## config.mk

```make
export PLATFORM = sky130hd
export DESIGN_NAME = alu_issue_ctrl_flat
export DESIGN_NICKNAME = d
export VERILOG_FILES = /design/src/rtl/alu_issue_if.sv /design/src/rtl/alu_issue_ctrl.sv /design/src/flat_wrapper.sv
export SDC_FILE = /design/constraint.sdc
export NUM_CORES = 1
export LEC_CHECK = 0
export BUFFER_PORTS_ARGS = -buffer_cell sky130_fd_sc_hd__clkbuf_2
export CORE_MARGIN = 5
export CORE_UTILIZATION = 45
export CTS_CLUSTER_DIAMETER = 40
export DETAILED_ROUTE_END_ITERATION = 10
export GPL_ROUTABILITY_DRIVEN = 0
export PLACE_DENSITY = 0.72
export SYNTH_ARGS = -nofsm -noshare
export SYNTH_HDL_FRONTEND = slang
export SYNTH_SLANG_ARGS = --single-unit
export TNS_END_PERCENT = 50
```

## constraint.sdc

```tcl
create_clock -name clk -period 3 [get_ports clk]
set_input_delay 0.15 -clock clk [delete_from_list [all_inputs] [get_ports clk]]
set_output_delay 0.15 -clock clk [all_outputs]
set_load 0.01 [all_outputs]
```

## src/rtl/alu_issue_if.sv

```systemverilog
// Instruction-source and ALU handshake bundle for the ALU issue controller.
// master: the issue controller; slave: instruction source plus ALU.
interface alu_issue_if;
   localparam int unsigned INSTR_W = 9;
   localparam int unsigned DATA_W  = 4;
   localparam int unsigned OP_W    = 3;

   logic               instr_valid;
   logic [INSTR_W-1:0] instr;
   logic               instr_ready;
   logic [DATA_W-1:0]  alu_a;
   logic [DATA_W-1:0]  alu_b;
   logic [OP_W-1:0]    alu_op;
   logic               alu_cs;
   logic [DATA_W-1:0]  alu_out;
   logic               alu_rdy;
   logic               alu_cout;

   modport master (
      input  instr_valid, instr, alu_out, alu_rdy, alu_cout,
      output instr_ready, alu_a, alu_b, alu_op, alu_cs
   );

   modport slave (
      output instr_valid, instr, alu_out, alu_rdy, alu_cout,
      input  instr_ready, alu_a, alu_b, alu_op, alu_cs
   );
endinterface

```

## src/rtl/alu_issue_ctrl.sv

```systemverilog
// Issue stage for a 4-bit ALU: decodes register-form instructions, reads a 4x4 register
// file, runs the ALU cs/rdy handshake with timeout, and writes the result back.
module alu_issue_ctrl #(
   parameter int unsigned TIMEOUT = 16,
   parameter int unsigned SETTLE  = 2
) (
   input  logic        clk,
   input  logic        rst,
   alu_issue_if.master bus,
   input  logic        ld_en,
   input  logic [1:0]  ld_addr,
   input  logic [3:0]  ld_data,
   input  logic [1:0]  dbg_addr,
   output logic [3:0]  dbg_data,
   output logic        carry_flag,
   output logic        busy,
   output logic        done,
   output logic        err
);
   localparam int unsigned DATA_W = 4;
   localparam int unsigned NREGS  = 4;
   localparam int unsigned CNT_W  = $clog2(TIMEOUT + SETTLE + 1);

   localparam logic [2:0] OP_ADD     = 3'd0;
   localparam logic [2:0] OP_SUB     = 3'd1;
   localparam logic [2:0] OP_ILLEGAL = 3'd3;

   typedef struct packed {
      logic [2:0] op;
      logic [1:0] rd;
      logic [1:0] rs1;
      logic [1:0] rs2;
   } instr_t;

   typedef enum logic [2:0] {
      S_IDLE,
      S_ISSUE,
      S_WAIT_DONE,
      S_SETTLE,
      S_WB,
      S_ERR
   } state_t;

   state_t             state_q, state_d;
   logic [CNT_W-1:0]   cnt_q, cnt_d;
   logic [DATA_W-1:0]  regs [NREGS];
   logic [1:0]         rd_q;
   instr_t             in_c;
   logic               ready_c;
   logic               accept_c;
   logic               wb_en_c;
   logic               set_err_c;

   assign in_c = instr_t'(bus.instr);

   // State and handshake counter
   always_ff @(posedge clk) begin
      if (rst) begin
         state_q <= S_IDLE;
         cnt_q   <= '0;
      end else begin
         state_q <= state_d;
         cnt_q   <= cnt_d;
      end
   end

   // Next-state and control strobes; ISSUE and WAIT_DONE share one timeout rule
   always_comb begin
      state_d   = state_q;
      cnt_d     = cnt_q;
      ready_c   = 1'b0;
      accept_c  = 1'b0;
      wb_en_c   = 1'b0;
      set_err_c = 1'b0;
      case (state_q)
         S_IDLE: begin
            // ALU has no reset of its own, so wait for it to be idle before issuing
            ready_c = bus.alu_rdy;
            if (bus.instr_valid && bus.alu_rdy) begin
               accept_c = 1'b1;
               cnt_d    = '0;
               state_d  = (in_c.op == OP_ILLEGAL) ? S_ERR : S_ISSUE;
            end
         end
         S_ISSUE: begin
            if (!bus.alu_rdy) begin
               state_d = S_WAIT_DONE;
               cnt_d   = '0;
            end else if (cnt_q == CNT_W'(TIMEOUT - 1)) begin
               state_d = S_ERR;
            end else begin
               cnt_d = cnt_q + CNT_W'(1);
            end
         end
         S_WAIT_DONE: begin
            if (bus.alu_rdy) begin
               state_d = S_SETTLE;
               cnt_d   = '0;
            end else if (cnt_q == CNT_W'(TIMEOUT - 1)) begin
               state_d = S_ERR;
            end else begin
               cnt_d = cnt_q + CNT_W'(1);
            end
         end
         S_SETTLE: begin
            if (cnt_q == CNT_W'(SETTLE - 1)) begin
               state_d = S_WB;
            end else begin
               cnt_d = cnt_q + CNT_W'(1);
            end
         end
         S_WB: begin
            wb_en_c = 1'b1;
            state_d = S_IDLE;
         end
         S_ERR: begin
            set_err_c = 1'b1;
            state_d   = S_IDLE;
         end
         default: state_d = S_IDLE;
      endcase
   end

   // Operand latch, register file, carry and sticky error
   always_ff @(posedge clk) begin
      if (rst) begin
         for (int i = 0; i < int'(NREGS); i++) regs[i] <= '0;
         bus.alu_a  <= '0;
         bus.alu_b  <= '0;
         bus.alu_op <= '0;
         rd_q       <= '0;
         carry_flag <= 1'b0;
         err        <= 1'b0;
      end else begin
         if (accept_c) begin
            bus.alu_a  <= regs[in_c.rs1];
            bus.alu_b  <= regs[in_c.rs2];
            bus.alu_op <= in_c.op;
            rd_q       <= in_c.rd;
         end
         // Host loads only land while the block would accept an instruction
         if (ld_en && ready_c) begin
            regs[ld_addr] <= ld_data;
         end
         if (wb_en_c) begin
            regs[rd_q] <= bus.alu_out;
            if (bus.alu_op == OP_ADD || bus.alu_op == OP_SUB) begin
               carry_flag <= bus.alu_cout;
            end
         end
         if (set_err_c) begin
            err <= 1'b1;
         end
      end
   end

   assign bus.instr_ready = ready_c;
   assign bus.alu_cs      = (state_q == S_ISSUE);
   assign busy            = (state_q != S_IDLE);
   assign done            = (state_q == S_WB);
   assign dbg_data        = regs[dbg_addr];

endmodule

```

## src/flat_wrapper.sv

```systemverilog
// flat-port wrapper written by rule: the top's interface ports become plain ports
module alu_issue_ctrl_flat 
#(
   parameter int unsigned TIMEOUT = 16,
   parameter int unsigned SETTLE  = 2
)
  (clk, rst, ld_en, ld_addr, ld_data, dbg_addr, dbg_data, carry_flag, busy, done, err, bus_instr_valid, bus_instr, bus_alu_out, bus_alu_rdy, bus_alu_cout, bus_instr_ready, bus_alu_a, bus_alu_b, bus_alu_op, bus_alu_cs);
  alu_issue_if bus_i ();
  input  logic clk;
  input  logic rst;
  input  logic ld_en;
  input  logic [1:0] ld_addr;
  input  logic [3:0] ld_data;
  input  logic [1:0] dbg_addr;
  output logic [3:0] dbg_data;
  output logic carry_flag;
  output logic busy;
  output logic done;
  output logic err;
  input wire logic [$bits(bus_i.instr_valid)-1:0] bus_instr_valid;
  input wire logic [$bits(bus_i.instr)-1:0] bus_instr;
  input wire logic [$bits(bus_i.alu_out)-1:0] bus_alu_out;
  input wire logic [$bits(bus_i.alu_rdy)-1:0] bus_alu_rdy;
  input wire logic [$bits(bus_i.alu_cout)-1:0] bus_alu_cout;
  output wire logic [$bits(bus_i.instr_ready)-1:0] bus_instr_ready;
  output wire logic [$bits(bus_i.alu_a)-1:0] bus_alu_a;
  output wire logic [$bits(bus_i.alu_b)-1:0] bus_alu_b;
  output wire logic [$bits(bus_i.alu_op)-1:0] bus_alu_op;
  output wire logic [$bits(bus_i.alu_cs)-1:0] bus_alu_cs;
  assign bus_i.instr_valid = bus_instr_valid;
  assign bus_i.instr = bus_instr;
  assign bus_i.alu_out = bus_alu_out;
  assign bus_i.alu_rdy = bus_alu_rdy;
  assign bus_i.alu_cout = bus_alu_cout;
  assign bus_instr_ready = bus_i.instr_ready;
  assign bus_alu_a = bus_i.alu_a;
  assign bus_alu_b = bus_i.alu_b;
  assign bus_alu_op = bus_i.alu_op;
  assign bus_alu_cs = bus_i.alu_cs;
  alu_issue_ctrl #(.TIMEOUT(TIMEOUT), .SETTLE(SETTLE)) u_core (.clk(clk), .rst(rst), .bus(bus_i), .ld_en(ld_en), .ld_addr(ld_addr), .ld_data(ld_data), .dbg_addr(dbg_addr), .dbg_data(dbg_data), .carry_flag(carry_flag), .busy(busy), .done(done), .err(err));
endmodule
```

==> flow_results.org <==
** Setup path
- Depth of the worst register-to-register path :: 3
- The critical path in this run is classified as flop to flop.
- Ordered list of cells on the worst path :: or4b_1, o221ai_2, a211oi_1
- Maximum fanout along the worst path :: 19
- Together, buffers and inverters on the worst path number 0.
- Startpoint of the worst register-to-register path :: u_core.state_q[0]
- Across all register-to-register paths, the minimum setup slack is around 0.79 ns.
- Arrival time of the worst setup path :: approximately 2.1 ns
- Critical Path Sink Type :: flop
- In this design, the stage delay of the slowest critical-path cell is between 0.7 and 0.8 ns.
- Worst reg2reg path endpoint :: u_core.regs[3][2]
- STA puts the critical path data required time at between 2 and 3 ns.
- The most critical setup path has its startpoint at u_core.state_q[0].
- Critical-path cell with the highest stage delay :: dfxtp_1
- Critical path startpoint category :: flop
- The kind of cell with the highest combined delay along the critical path is compound AO/OA/AOI/OAI gates.

** Timing
- Setup repair after global routing missed its margin :: no
- Count of endpoints failing hold in the final timing report :: 0
- Final min period :: 2.215 ns
- Summed over all failing endpoints, the final setup total negative slack is 0 ns.
- Worst-margin pin slew :: 0.6459 ns
- Tcrit/Tclk final :: about three quarters
- Slew Viols, Final :: 0
- Count of endpoints failing setup in the final report :: 0
- F_max :: between 0.4 and 0.5 GHz
- Normalized max-slew margin :: between 50% and 60%
- Once routing completed, OpenROAD measured the worst setup slack at roughly 0.79 ns.
- On the final layout, the worst clock skew is roughly 0.0054 ns.

** Drt
- In the routed design, unresolved DRC markers number 0.
- Uppermost metal layer occupied by signal nets :: met4
- Post-Route M1 WL :: 2252 um
- The routed layout has 1831 vias.
- The detail route stage leaves a number of antenna-violating nets equal to 0.
- Routed wire length :: between 5000 and 6000 um
- Number of optimization iterations in the first detailed-route pass :: 4
- Iteration-0 DRC count of the detailed router :: between 100 and 150
- Using the TritonRoute via totals, the vias-per-cell ratio works out to approximately 5.6.
- Detailed routing placed a total of around 2400 um of wire on met2.
- Wirelength per Cell :: between 15 and 20 um
- Length of routed met3 wiring :: 328 um

** Synth
- Synthesis produced 220 cells.
- In this run the cell area of the synthesized design comes to 2206 um2.
- The synthesized design contains 16 enable-type register cells.
- Most used flip-flop cell after synthesis :: dfxtp_1
- Post-synthesis register bit count :: 39
- In this run, distinct cell masters in the synthesized netlist total between 40 and 50.
- For this run, asynchronously set or reset flops after synthesis account for 0%.
- By area the synthesized netlist is led by edfxtp_1, dfxtp_1, mux4_2.
- Area leader, netlist :: edfxtp_1
- Number of warnings printed during yosys synthesis :: 0
- Dividing the synthesized area by the synthesized cell count gives 10.03 um2.
- After synthesis, flip-flops and latches occupy a little over two fifths of the total area.
- When the netlist entered floorplanning its net count stood at 251.
- After synthesis, the largest area contributor takes up 21.78% of total cell area.

** Clocking
- TritonCTS built the clock tree.
- The tree built by TritonCTS fans out to 39 sinks.
- H-tree depth reported by CTS :: 2
- CTS resizes :: 0
- The clock reaches the later pin of the worst-skew pair after 0.28 ns.
- Maximum root-to-sink buffer count :: 2
- Number of clock buffers inserted by TritonCTS :: 5
- The root buffer cell chosen for the clock tree is clkbuf_8.
- For this design, the CTS-stage hold fixing added 0 buffers.
- Clock-pin slew was measured on the worst setup and hold paths at 0.07 ns.
- Post-CTS setup repair buffer count :: 0

** Floorplanning
- After floorplanning, the core was sized to cover approximately 4800 um2.
- The die is roughly 80 um wide.
- Pin placement for this block handled 48 I/O pins.
- Initial cell density of the core :: between 40% and 50%
- The floorplan step set the die height to 80.02 um.
- The die covers around 6400 um2.
- After floorplanning, the core was divided into 25 placement rows.

** Min path
- Type of the worst min-delay path :: primary input to flop
- The worst hold path was traced through 3 stages.
- Startpoint of the tightest hold check path :: bus_instr[4]
- WHS Endpoint :: u_core.rd_q[0]

** Power and ir drop
- Worst-case vdd ir drop :: approximately 220 uV
- Summed over all cells, the static leakage comes to slightly above 1 nW.
- Total power density per cell area :: about 460 nW/um2
- Power comes to about 1.2 mW.

** Cells and area
- Total inserted antenna cells :: 0
- Fillcell total :: ~460
- Synthesis-to-finish area growth :: 16.68%
- Post-layout net count :: ~300
- Ratio of cells with drive above 1 in the final layout :: 30.92%

** Run
- Number of max-cap violations :: 0

** Global route
- The number of antenna violations at the first check in global routing is 0.
- Entering global routing, the biggest net connects 32 pins.
- The via count of the first global-routing pass is about 1700.
- For this run the aggregate overflow at the end of global routing stands at 0.
- First-pass GRT wire length :: between 8000 and 9000 um
- For this run, the total global-route usage over all layers was measured as around 17%.

** Place
- Count of buffers from port buffering :: 47
- Timing analysis after detailed placement gives a worst setup slack of approximately 0.79 ns.
- Hpwl dp :: between 3000 and 4000 um

** Run status
- Outcome :: finished clean
==> worst max-delay path by stage <==
stage / end / slack (ns) / cells past startpoint
after global routing: u_core.regs[2][3] / 0.58 / 4
after detailed placement: u_core.regs[3][3] / 0.79 / 3
after global placement: u_core.regs[0][1] / 0.88 / 4
after floorplan: u_core.regs[2][0] / 1.18 / 5
after CTS: u_core.regs[3][2] / 0.78 / 3
final: u_core.regs[3][2] / 0.79 / 3
==> layout by cell type, fill, tap and decap left out, types with 2 or more instances in the layout <==
master and n:
and2_1 2, nor2_2 2, o211ai_2 2, o32ai_1 2, edfxtp_1 16, clkbuf_2 47
mux4_2 12, o21ai_2 2, nand3b_1 2, o21ai_0 5, nor4b_2 2, a21oi_1 17
ha_1 4, nor2_1 24, a22oi_1 6, nand4b_1 2, dfxtp_1 23, inv_1 9
o22ai_1 2, nand3_1 5, nand2b_1 11, nand2_1 32, clkbuf_8 5, a211oi_1 4
==> cell families after synthesis <==
kind of cell | share of synthesized area, %
compound gates | 15.03
fa+ha+maj | 2.269
xor+xnor | 0.3971
buf+inv | 4.765
flops | 42.65
simple gates | 22.18
mux | 12.71
==> state kept, by name, summed over array words and instances (netlist names) <==
signal	cells
u_core.bus.alu_b	4
u_core.carry_flag	1
u_core.rd_q	2
u_core.regs	16
u_core.bus.alu_op	3
u_core.cnt_q	5
u_core.state_q	3
u_core.err	1
u_core.bus.alu_a	4
==> layout make-up <==
class | instances | area [um2] | share of cell area (%)
multi-input cells | 158 | 1160 | 45.07
flip-flops and latches | 39 | 940.9 | 36.56
repair buffers | 48 | 242.7 | 9.431
well taps | 67 | 83.83 | 3.257
clock buffers | 5 | 68.82 | 2.674
clock inverters | 3 | 43.79 | 1.702
inverters | 9 | 33.78 | 1.313
==> where the power goes <==
part	switching, mW	internal [mW]
logic	0.0776	0.0693
registers	0.0220	0.573
clock network	0.185	0.247
==> per-stage QoR <==
step	std cells	instance area (um2)	util, %	hold WS [ns]
6_report	329	2574	54.13	0.09578
5_1_grt	329	2574	54.13	0.08508
4_1_cts	329	2574	54.13	0.08981
3_5_place_dp	321	2461	51.76	0.3895
3_3_place_gp	321	2461	51.76	0.3885
2_1_floorplan	220	2206	-	0.2860
==> Yosys cell counts, drive strengths merged (3+ instances only) <==
| cell | n |
|---|---|
| ha | 4 |
| clkbuf | 5 |
| mux4 | 12 |
| dfxtp | 23 |
| a211oi | 4 |
| a22oi | 6 |
| a21oi | 17 |
| buf | 9 |
| nand2b | 11 |
| o21ai | 7 |
| nor4b | 3 |
| edfxtp | 16 |
| nor2 | 26 |
| inv | 9 |
| nand2 | 32 |
| nand3 | 5 |
==> routing by layer <==
metal  track usage [%]  up-vias
li1                  -      884
met4             5.405        0
met1             23.46      866
met5                 0        -
met2             25.75       77
met3             3.499        4
==> worst register-to-register path, delay by kind of cell (launching register included) <==
kind,cells,cell delay (ns)
flip-flops,1,0.72
AND/OR/NAND/NOR,1,0.39
AO/OA/AOI/OAI,2,0.74
Note: power is estimated with default switching activity, not from simulation.
